===== src/rtl/hbridge_square_gen_pkg.sv =====
// Shared types, limits and switch-pattern helper for the H-bridge carrier generator.
package hbridge_pkg;

    typedef enum logic [1:0] {
        IDLE = 2'd0,
        RUN  = 2'd1,
        STOP = 2'd2
    } state_t;

    localparam logic [3:0] MOS_OFF = 4'b0000;

    localparam int PERIOD_W_DEF       = 32;
    localparam int PERIOD_MIN_DEF     = 50;
    localparam int PERIOD_MAX_DEF     = 5000;
    localparam int PERIOD_DEFAULT_DEF = 500;

    // Diagonal pairs only: Q1/Q4 together, Q2/Q3 together, never a full leg.
    function automatic logic [3:0] mos_pattern(input logic sigma);
        return {sigma, ~sigma, ~sigma, sigma};
    endfunction

endpackage


===== src/rtl/hbridge_square_gen_if.sv =====
// Control/status bundle between frequency_control, the carrier generator and dead_time_4bit.
interface hbridge_square_gen_if
    import hbridge_pkg::*;
#(
    parameter int PERIOD_W = PERIOD_W_DEF
);
    logic                i_enable;
    logic [PERIOD_W-1:0] i_period;
    logic                i_period_valid;
    logic [3:0]          o_mosfet;
    logic                o_sigma;
    logic                o_running;
    logic                o_cycle_start;
    logic [PERIOD_W-1:0] o_period_active;
    logic                o_period_err;

    modport master (
        output i_enable, i_period, i_period_valid,
        input  o_mosfet, o_sigma, o_running, o_cycle_start, o_period_active, o_period_err
    );

    modport slave (
        input  i_enable, i_period, i_period_valid,
        output o_mosfet, o_sigma, o_running, o_cycle_start, o_period_active, o_period_err
    );
endinterface


===== src/rtl/hbridge_square_gen_period_reg.sv =====
// Half-period request path: range check, shadow register, error pulse and load of the active value.
module hbridge_period_reg
    import hbridge_pkg::*;
#(
    parameter int PERIOD_W       = PERIOD_W_DEF,
    parameter int PERIOD_MIN     = PERIOD_MIN_DEF,
    parameter int PERIOD_MAX     = PERIOD_MAX_DEF,
    parameter int PERIOD_DEFAULT = PERIOD_DEFAULT_DEF
) (
    input  logic                i_clock,
    input  logic                i_reset,
    input  logic [PERIOD_W-1:0] i_period,
    input  logic                i_period_valid,
    input  logic                i_load,
    output logic [PERIOD_W-1:0] o_active,
    output logic                o_period_err
);
    localparam logic [PERIOD_W-1:0] P_MIN = PERIOD_W'(PERIOD_MIN);
    localparam logic [PERIOD_W-1:0] P_MAX = PERIOD_W'(PERIOD_MAX);
    localparam logic [PERIOD_W-1:0] P_DEF = PERIOD_W'(PERIOD_DEFAULT);

    logic [PERIOD_W-1:0] shadow;
    logic                in_range;

    assign in_range = (i_period >= P_MIN) && (i_period <= P_MAX);

    // active takes the pre-edge shadow, so a request on the load cycle waits for the next load.
    always_ff @(posedge i_clock) begin
        if (i_reset) begin
            shadow       <= P_DEF;
            o_active     <= P_DEF;
            o_period_err <= 1'b0;
        end else begin
            o_period_err <= i_period_valid & ~in_range;
            if (i_period_valid && in_range) shadow <= i_period;
            if (i_load) o_active <= shadow;
        end
    end
endmodule


===== src/rtl/hbridge_square_gen.sv =====
// Square-wave carrier generator for the full H-bridge with start/stop and cycle-aligned period updates.
//   state | meaning
//   IDLE  | all switches off, counter held at 0
//   RUN   | switching, enable high
//   STOP  | switching until the current full cycle wraps, then IDLE
module hbridge_square_gen
    import hbridge_pkg::*;
#(
    parameter int PERIOD_W       = PERIOD_W_DEF,
    parameter int PERIOD_MIN     = PERIOD_MIN_DEF,
    parameter int PERIOD_MAX     = PERIOD_MAX_DEF,
    parameter int PERIOD_DEFAULT = PERIOD_DEFAULT_DEF
) (
    input  logic                 i_clock,
    input  logic                 i_reset,
    hbridge_square_gen_if.slave  bus
);
    localparam int CNT_W = PERIOD_W + 1;

    state_t              state, state_nxt;
    logic [CNT_W-1:0]    cnt, cnt_nxt, wrap_cnt;
    logic [PERIOD_W-1:0] active;
    logic                load, wrap, running, sigma;

    hbridge_period_reg #(
        .PERIOD_W      (PERIOD_W),
        .PERIOD_MIN    (PERIOD_MIN),
        .PERIOD_MAX    (PERIOD_MAX),
        .PERIOD_DEFAULT(PERIOD_DEFAULT)
    ) u_period_reg (
        .i_clock       (i_clock),
        .i_reset       (i_reset),
        .i_period      (bus.i_period),
        .i_period_valid(bus.i_period_valid),
        .i_load        (load),
        .o_active      (active),
        .o_period_err  (bus.o_period_err)
    );

    assign wrap_cnt = {active, 1'b0} - CNT_W'(1);
    assign wrap     = (cnt == wrap_cnt);

    always_ff @(posedge i_clock) begin
        if (i_reset) begin
            state <= IDLE;
            cnt   <= '0;
        end else begin
            state <= state_nxt;
            cnt   <= cnt_nxt;
        end
    end

    always_comb begin
        state_nxt = state;
        cnt_nxt   = wrap ? '0 : cnt + CNT_W'(1);
        load      = 1'b0;
        case (state)
            IDLE: begin
                cnt_nxt = '0;
                if (bus.i_enable) begin
                    state_nxt = RUN;
                    load      = 1'b1;
                end
            end
            RUN: begin
                load = wrap;
                if (!bus.i_enable) state_nxt = STOP;
            end
            STOP: begin
                load = wrap;
                if (wrap) state_nxt = IDLE;
            end
            default: begin
                state_nxt = IDLE;
                cnt_nxt   = '0;
            end
        endcase
    end

    assign running              = (state != IDLE);
    assign sigma                = running && (cnt >= {1'b0, active});
    assign bus.o_running        = running;
    assign bus.o_sigma          = sigma;
    assign bus.o_mosfet         = running ? mos_pattern(sigma) : MOS_OFF;
    assign bus.o_cycle_start    = running && (cnt == '0);
    assign bus.o_period_active  = active;
endmodule


===== src/flat_wrapper.sv =====
// flat-port wrapper written by rule: the top's interface ports become plain ports
module hbridge_square_gen_flat import hbridge_pkg::*;
#(
    parameter int PERIOD_W       = PERIOD_W_DEF,
    parameter int PERIOD_MIN     = PERIOD_MIN_DEF,
    parameter int PERIOD_MAX     = PERIOD_MAX_DEF,
    parameter int PERIOD_DEFAULT = PERIOD_DEFAULT_DEF
)
  (i_clock, i_reset, bus_i_enable, bus_i_period, bus_i_period_valid, bus_o_mosfet, bus_o_sigma, bus_o_running, bus_o_cycle_start, bus_o_period_active, bus_o_period_err);
  hbridge_square_gen_if #(.PERIOD_W(PERIOD_W)) bus_i ();
  input  logic i_clock;
  input  logic i_reset;
  input wire logic [$bits(bus_i.i_enable)-1:0] bus_i_enable;
  input wire logic [$bits(bus_i.i_period)-1:0] bus_i_period;
  input wire logic [$bits(bus_i.i_period_valid)-1:0] bus_i_period_valid;
  output wire logic [$bits(bus_i.o_mosfet)-1:0] bus_o_mosfet;
  output wire logic [$bits(bus_i.o_sigma)-1:0] bus_o_sigma;
  output wire logic [$bits(bus_i.o_running)-1:0] bus_o_running;
  output wire logic [$bits(bus_i.o_cycle_start)-1:0] bus_o_cycle_start;
  output wire logic [$bits(bus_i.o_period_active)-1:0] bus_o_period_active;
  output wire logic [$bits(bus_i.o_period_err)-1:0] bus_o_period_err;
  assign bus_i.i_enable = bus_i_enable;
  assign bus_i.i_period = bus_i_period;
  assign bus_i.i_period_valid = bus_i_period_valid;
  assign bus_o_mosfet = bus_i.o_mosfet;
  assign bus_o_sigma = bus_i.o_sigma;
  assign bus_o_running = bus_i.o_running;
  assign bus_o_cycle_start = bus_i.o_cycle_start;
  assign bus_o_period_active = bus_i.o_period_active;
  assign bus_o_period_err = bus_i.o_period_err;
  hbridge_square_gen #(.PERIOD_W(PERIOD_W), .PERIOD_MIN(PERIOD_MIN), .PERIOD_MAX(PERIOD_MAX), .PERIOD_DEFAULT(PERIOD_DEFAULT)) u_core (.i_clock(i_clock), .i_reset(i_reset), .bus(bus_i));
endmodule

===== config.mk =====
export PLATFORM = sky130hd
export DESIGN_NAME = hbridge_square_gen_flat
export DESIGN_NICKNAME = d
export VERILOG_FILES = /design/src/rtl/hbridge_square_gen_pkg.sv /design/src/rtl/hbridge_square_gen_if.sv /design/src/rtl/hbridge_square_gen_period_reg.sv /design/src/rtl/hbridge_square_gen.sv /design/src/flat_wrapper.sv
export SDC_FILE = /design/constraint.sdc
export NUM_CORES = 1
export LEC_CHECK = 0
export BUFFER_PORTS_ARGS = -buffer_cell sky130_fd_sc_hd__buf_4
export CAP_MARGIN = 20
export CORE_MARGIN = 3
export CORE_UTILIZATION = 50
export CTS_CLUSTER_SIZE = 30
export DETAILED_ROUTE_END_ITERATION = 6
export PLACE_DENSITY = 0.69
export SYNTH_ARGS = -nofsm -noshare
export SYNTH_HDL_FRONTEND = slang
export SYNTH_SLANG_ARGS = --single-unit

===== constraint.sdc =====
create_clock -name i_clock -period 7.9 [get_ports i_clock]
set_input_delay 0.79 -clock i_clock [delete_from_list [all_inputs] [get_ports i_clock]]
set_output_delay 0.79 -clock i_clock [all_outputs]
set_load 0.05 [all_outputs]

# Word-level counts from Yosys, hierarchy flattened
# Index checks and enable logic that the tools add are counted.
# totals
register_bits,100
in_bits,36
output_inout_bits,40
elab_cells,37
# classes
n_addsub,2
magnitude_cmp,3
eq_ne,6
muxes,7
n_bitwise,4
n_reduce_logical,10
# op_table
op,count
adder 33 x 1 -> 33 bit (second input constant),1
equality test 33 bit,1
>= comparator 33 x 32 -> 1 bit,1
zero test 33 bit,1
subtractor 33 x 1 -> 33 bit (second input constant),1
>= comparator 32 x 6 -> 1 bit (second input constant),1
less-or-equal comparator 32 x 13 -> 1 bit (second input constant),1
two-way mux 2 bit,3
case mux 2 bit (3 select lines),1
logical AND 1 bit,4
two-way mux 4 bit,1
!= test 2 bit (second input constant),2
NOT 1 bit,3
AND reduction 3 bit,1
OR reduction 3 bit,1
equality test 2 x 1 -> 1 bit (second input constant),1
equality test 2 bit (second input constant),1
zero test 2 bit,1
!= test 2 x 1 -> 1 bit (second input constant),1
case mux 1 bit (2 select lines),1
nonzero test 2 bit,1
OR reduction 2 bit,1
bitwise AND 1 bit,1
two-way mux 1 bit,1

# Longest topological paths before layout
# depth
depth_word,4
depth_mapped,12
ltp_nobuf,10

# Hierarchy
# From an unflattened synthesis, not the netlist that was laid out.
# hier_totals
cells_unflattened,733
hier_area_um2,6347.3
# modules_own_cells
mod,instances,cells_each,area_per_inst_um2,seq_area_each_um2
hbridge_square_gen,1,507,3953.8,700.7
hbridge_period_reg,1,226,2393.5,1301.2

# Least setup slack after synthesis
# OpenSTA, ideal clock, no wires.
# synth_timing
path_type,register to output
start,reg u_core.u_period_reg.o_active[18]
end,out bus_o_mosfet[2]
arrival_ns,3.369
required_ns,7.110
slack_ns,3.741
stages_incl_launch_ff,13
n_path_buf,2
cell_sequence,dfxtp_1 clkbuf_1 inv_1 ha_1 a21o_1 a21o_1 a21o_1 a21o_1 a211oi_1 o211ai_1 o311ai_0 and3_1 buf_4
# synth_between
elab_chain_len,4
# synth_rtl
element,line,text
start: declaration,hbridge_square_gen_period_reg.sv:15,"output logic [PERIOD_W-1:0] o_active,"
start signal: assignment,hbridge_square_gen_period_reg.sv:36,if (i_load) o_active <= shadow;
>= comparator 33 x 32 -> 1 bit,hbridge_square_gen.sv:81,"assign sigma = running && (cnt >= {1'b0, active});"
logical AND 1 bit,hbridge_square_gen.sv:81,
NOT 1 bit,hbridge_square_gen_pkg.sv:19,"return {sigma, ~sigma, ~sigma, sigma};"
two-way mux 4 bit,hbridge_square_gen.sv:84,assign bus.o_mosfet = running ? mos_pattern(sigma) : MOS_OFF;
end: declaration,flat_wrapper.sv:16,output wire logic [$bits(bus_i.o_mosfet)-1:0] bus_o_mosfet;
# Every way passes these cells.

# Worst setup path after layout
# layout_timing
start,reg u_core.u_period_reg.o_active[18]
end,out bus_o_mosfet[1]
# Same word-level chain as after synthesis.

==> run metrics <==
Resized Gates After CTS 0; CP peak stage delay 580 ps; CP dominant cell by count a21o_1; Reg2Reg Setup Slack 3750 ps; post-CTS setup buffer count 0; most frequent cells in the layout dfxtp_1, buf_4, nor2_1; root buf cell clkbuf_16; gr busiest metal met2; initial antenna violation count 0; Slew @ Worst Pin 856 ps; Async S/R FF share, synth 0%; slowest stage cell, crit path dfxtp_1; Synth cell types 60; CP Capture Type primary output; worst hold path type reg2reg; Post-CTS Hold Buffers 0; ys flop type dfxtp_1; Peak VDD IR 0.159 mV; die height 123 um; reg2reg end u_core.u_period_reg.o_active[0]; vias per inst 6.34; Post-Syn Area per Cell 8.07 um2; layout net count 938; post-DP HPWL 14.0 mm; largest net degree at the start of global routing 71; status completed; PortBufs 75; Post-synth EDFFs 0; area of the multi-input gates 4310 um2; clock transition at the registers of the reported paths 70 ps; CTS Buf Count 9; CTS tree built; Max Root-Sink Buffers 2; YS warnings 0; H-tree Lvls 3; Initial DRC Count 578; setup TNS after final layout 0 ps; total of max-cap violations 0; Layout fillers 1184; Startpoint Class flip-flop; slew margin rel. 42.8%; commonest non-fill, non-tap cell in the layout dfxtp_1; DIE AREA 15000 um2; DR WL/cell 18.9 um; row count 41; required time of the critical path 7110 ps; worst r2r src u_core.u_period_reg.o_active[0]; worst-path maximum fanout 9; GPL Wtd Cong 0.941; hold_sp u_core.u_period_reg.shadow[31]; GRT Util Overall 26.6%; fin crit share 52.8%; RSZ-0062 raised after global routing no; Leak 3.00 nW; worst-case reg-to-reg path depth 11; first-pass GRT wire length 31.9 mm; final setup fails 0; pwr dens 168 nW/um2; synthesis-to-finish area growth 12.5%; Pre-antenna DRT Iters 5; worst setup path class reg2out; vias 6581; max-slew violation count 0; Core ar. 13000 um2; worst skew pair latency 360 ps; WHS Endpoint u_core.u_period_reg.shadow[31]; Final Hold Fails 0; Max Fclk 240 MHz; final core occ 59.0%; final hold slack 482 ps; crit path DAT 3380 ps; M3 GR Usage 6.18%; Worst Skew 9.91 ps; CP Cell Sequence inv_1 > ha_1 > a21o_1 > a21o_1 > a21o_1 > a21o_1 > a211oi_1 > o211ai_1 > o311ai_0 > and3_1 > buf_4; drc violations 0; antenna diode instance count 0; post-layout min period 4170 ps; Cells after Synth 843; ANT nets after route 0; Synth Register Bits 100; global routing met2 resource utilization 41.9%; Storage cell area 2000 um2; overflow left after global routing 0; Ports 76; vias in the first global route 6143; met1 Use GR 36.9%; sequential share of the synthesized area 29.4%; syn nets 920; Clock Sinks 100; layout cells sized above 1 13.2%; cell area after synthesis 6810 um2; Hold Path Depth 1; width of the die 123 um; Total Wirelength 19.6 mm; Initial Utilization 52.4%
-- sequential cells by signal, indices dropped and copies added (netlist names) --
register                          count
u_core.cnt                           33
u_core.u_period_reg.o_active         32
u_core.u_period_reg.shadow           32
u_core.state                          2
u_core.u_period_reg.o_period_err      1
-- worst max-delay path: cells and delay by family (launching register included) --
kind | cells | cell delay, ps
flip-flops | 1 | 580
adder cells (fa/ha/maj) | 1 | 330
AO/OA/AOI/OAI | 7 | 1530
buffers and inverters | 2 | 310
AND/OR/NAND/NOR | 1 | 260
-- cells by family (layout without fill, tap and decap cells) --
kind of cell	after synthesis	in the layout	synth area share, %
flops	100	100	29.4
fa+ha+maj	41	41	7.54
mux	16	16	2.37
buf+inv	119	142	7.28
xor+xnor	68	68	8.75
compound gates	163	163	18.2
simple gates	336	336	26.5
-- how the worst max path moves through the flow --
| stage | slack [ps] | cells after the start | startpoint | endpoint |
|---|---|---|---|---|
| 6_report | 3730 | 11 | u_core.u_period_reg.o_active[18] | bus_o_mosfet[1] |
| 5_1_grt | 3490 | 11 | u_core.u_period_reg.o_active[0] | u_core.u_period_reg.o_active[0] |
| 4_1_cts | 3750 | 11 | u_core.u_period_reg.o_active[18] | bus_o_mosfet[2] |
| 3_5_place_dp | 3840 | 11 | u_core.u_period_reg.o_active[0] | u_core.state[0] |
| 3_3_place_gp | 3890 | 10 | u_core.u_period_reg.o_active[0] | u_core.cnt[27] |
| 2_1_floorplan | 3740 | 12 | u_core.u_period_reg.o_active[18] | bus_o_mosfet[2] |
-- where the power goes --
part	total, mW	switching [mW]	internal, mW
logic	0.288	0.211	0.0778
registers	0.521	0.0107	0.510
clock network	0.478	0.217	0.261
total	1.29	0.438	0.849
-- through the flow --
stage | total power [mW] | setup WS [ps] | cells | area [um2]
floorplan | 0.724 | 3740 | 843 | 6810
CTS | 1.29 | 3750 | 1037 | 7630
finish | 1.29 | 3730 | 1038 | 7650
global placement | 0.799 | 3890 | 1020 | 7300
detailed placement | 0.816 | 3840 | 1021 | 7320
global route | 1.34 | 3490 | 1038 | 7650
-- final cells by class --
class / count / area share, %
Clock buffer: 10 / 3.12
Multi-Input combinational cell: 624 / 56.4
Inverter: 43 / 2.11
Sequential cell: 100 / 26.2
Tap cell: 172 / 2.81
Clock inverter: 6 / 1.03
Timing Repair Buffer: 83 / 8.40
-- metal layers --
| layer | vias to the layer above | part of all wire, % |
|---|---|---|
| li1 | 3167 | - |
| met2 | 214 | 47 |
| met4 | 0 | 1.6 |
| met5 | - | 0 |
| met3 | 22 | 6.0 |
| met1 | 3178 | 46 |
-- cell usage after synthesis (2+ instances only) --
library cell,number,share of area (%)
nor4_1,20,1.8
buf_2,6,0.44
or3_1,10,0.92
o211ai_1,5,0.55
o41ai_1,6,0.77
nand2_1,35,1.9
o311ai_1,23,3.0
buf_4,3,0.33
a21oi_1,9,0.66
dfxtp_1,100,29
buf_1,2,0.11
xor2_1,24,3.1
or2_2,2,0.18
o31ai_1,5,0.55
nor2b_1,3,0.28
nor2_1,68,3.8
nor4b_1,4,0.51
ha_1,41,7.5
and2_1,4,0.37
mux2i_1,15,2.2
nand2b_1,27,2.5
nand3_1,31,2.3
inv_1,42,2.3
and4_1,5,0.64
and3_1,28,2.6
buf_6,4,0.66
xnor2_1,44,5.7
o21a_1,3,0.33
nor3_1,60,4.4
a41oi_1,2,0.26
o311ai_0,7,0.90
o21ai_0,6,0.44
or4b_2,2,0.29
a31oi_1,37,3.4
or4_1,3,0.33
nand4_1,23,2.1
nor3b_1,4,0.44
clkbuf_1,61,3.4
a211oi_1,9,0.99
o2111ai_1,28,3.6
a21o_1,13,1.4
No activity file was read; power rests on OpenSTA's default activity.
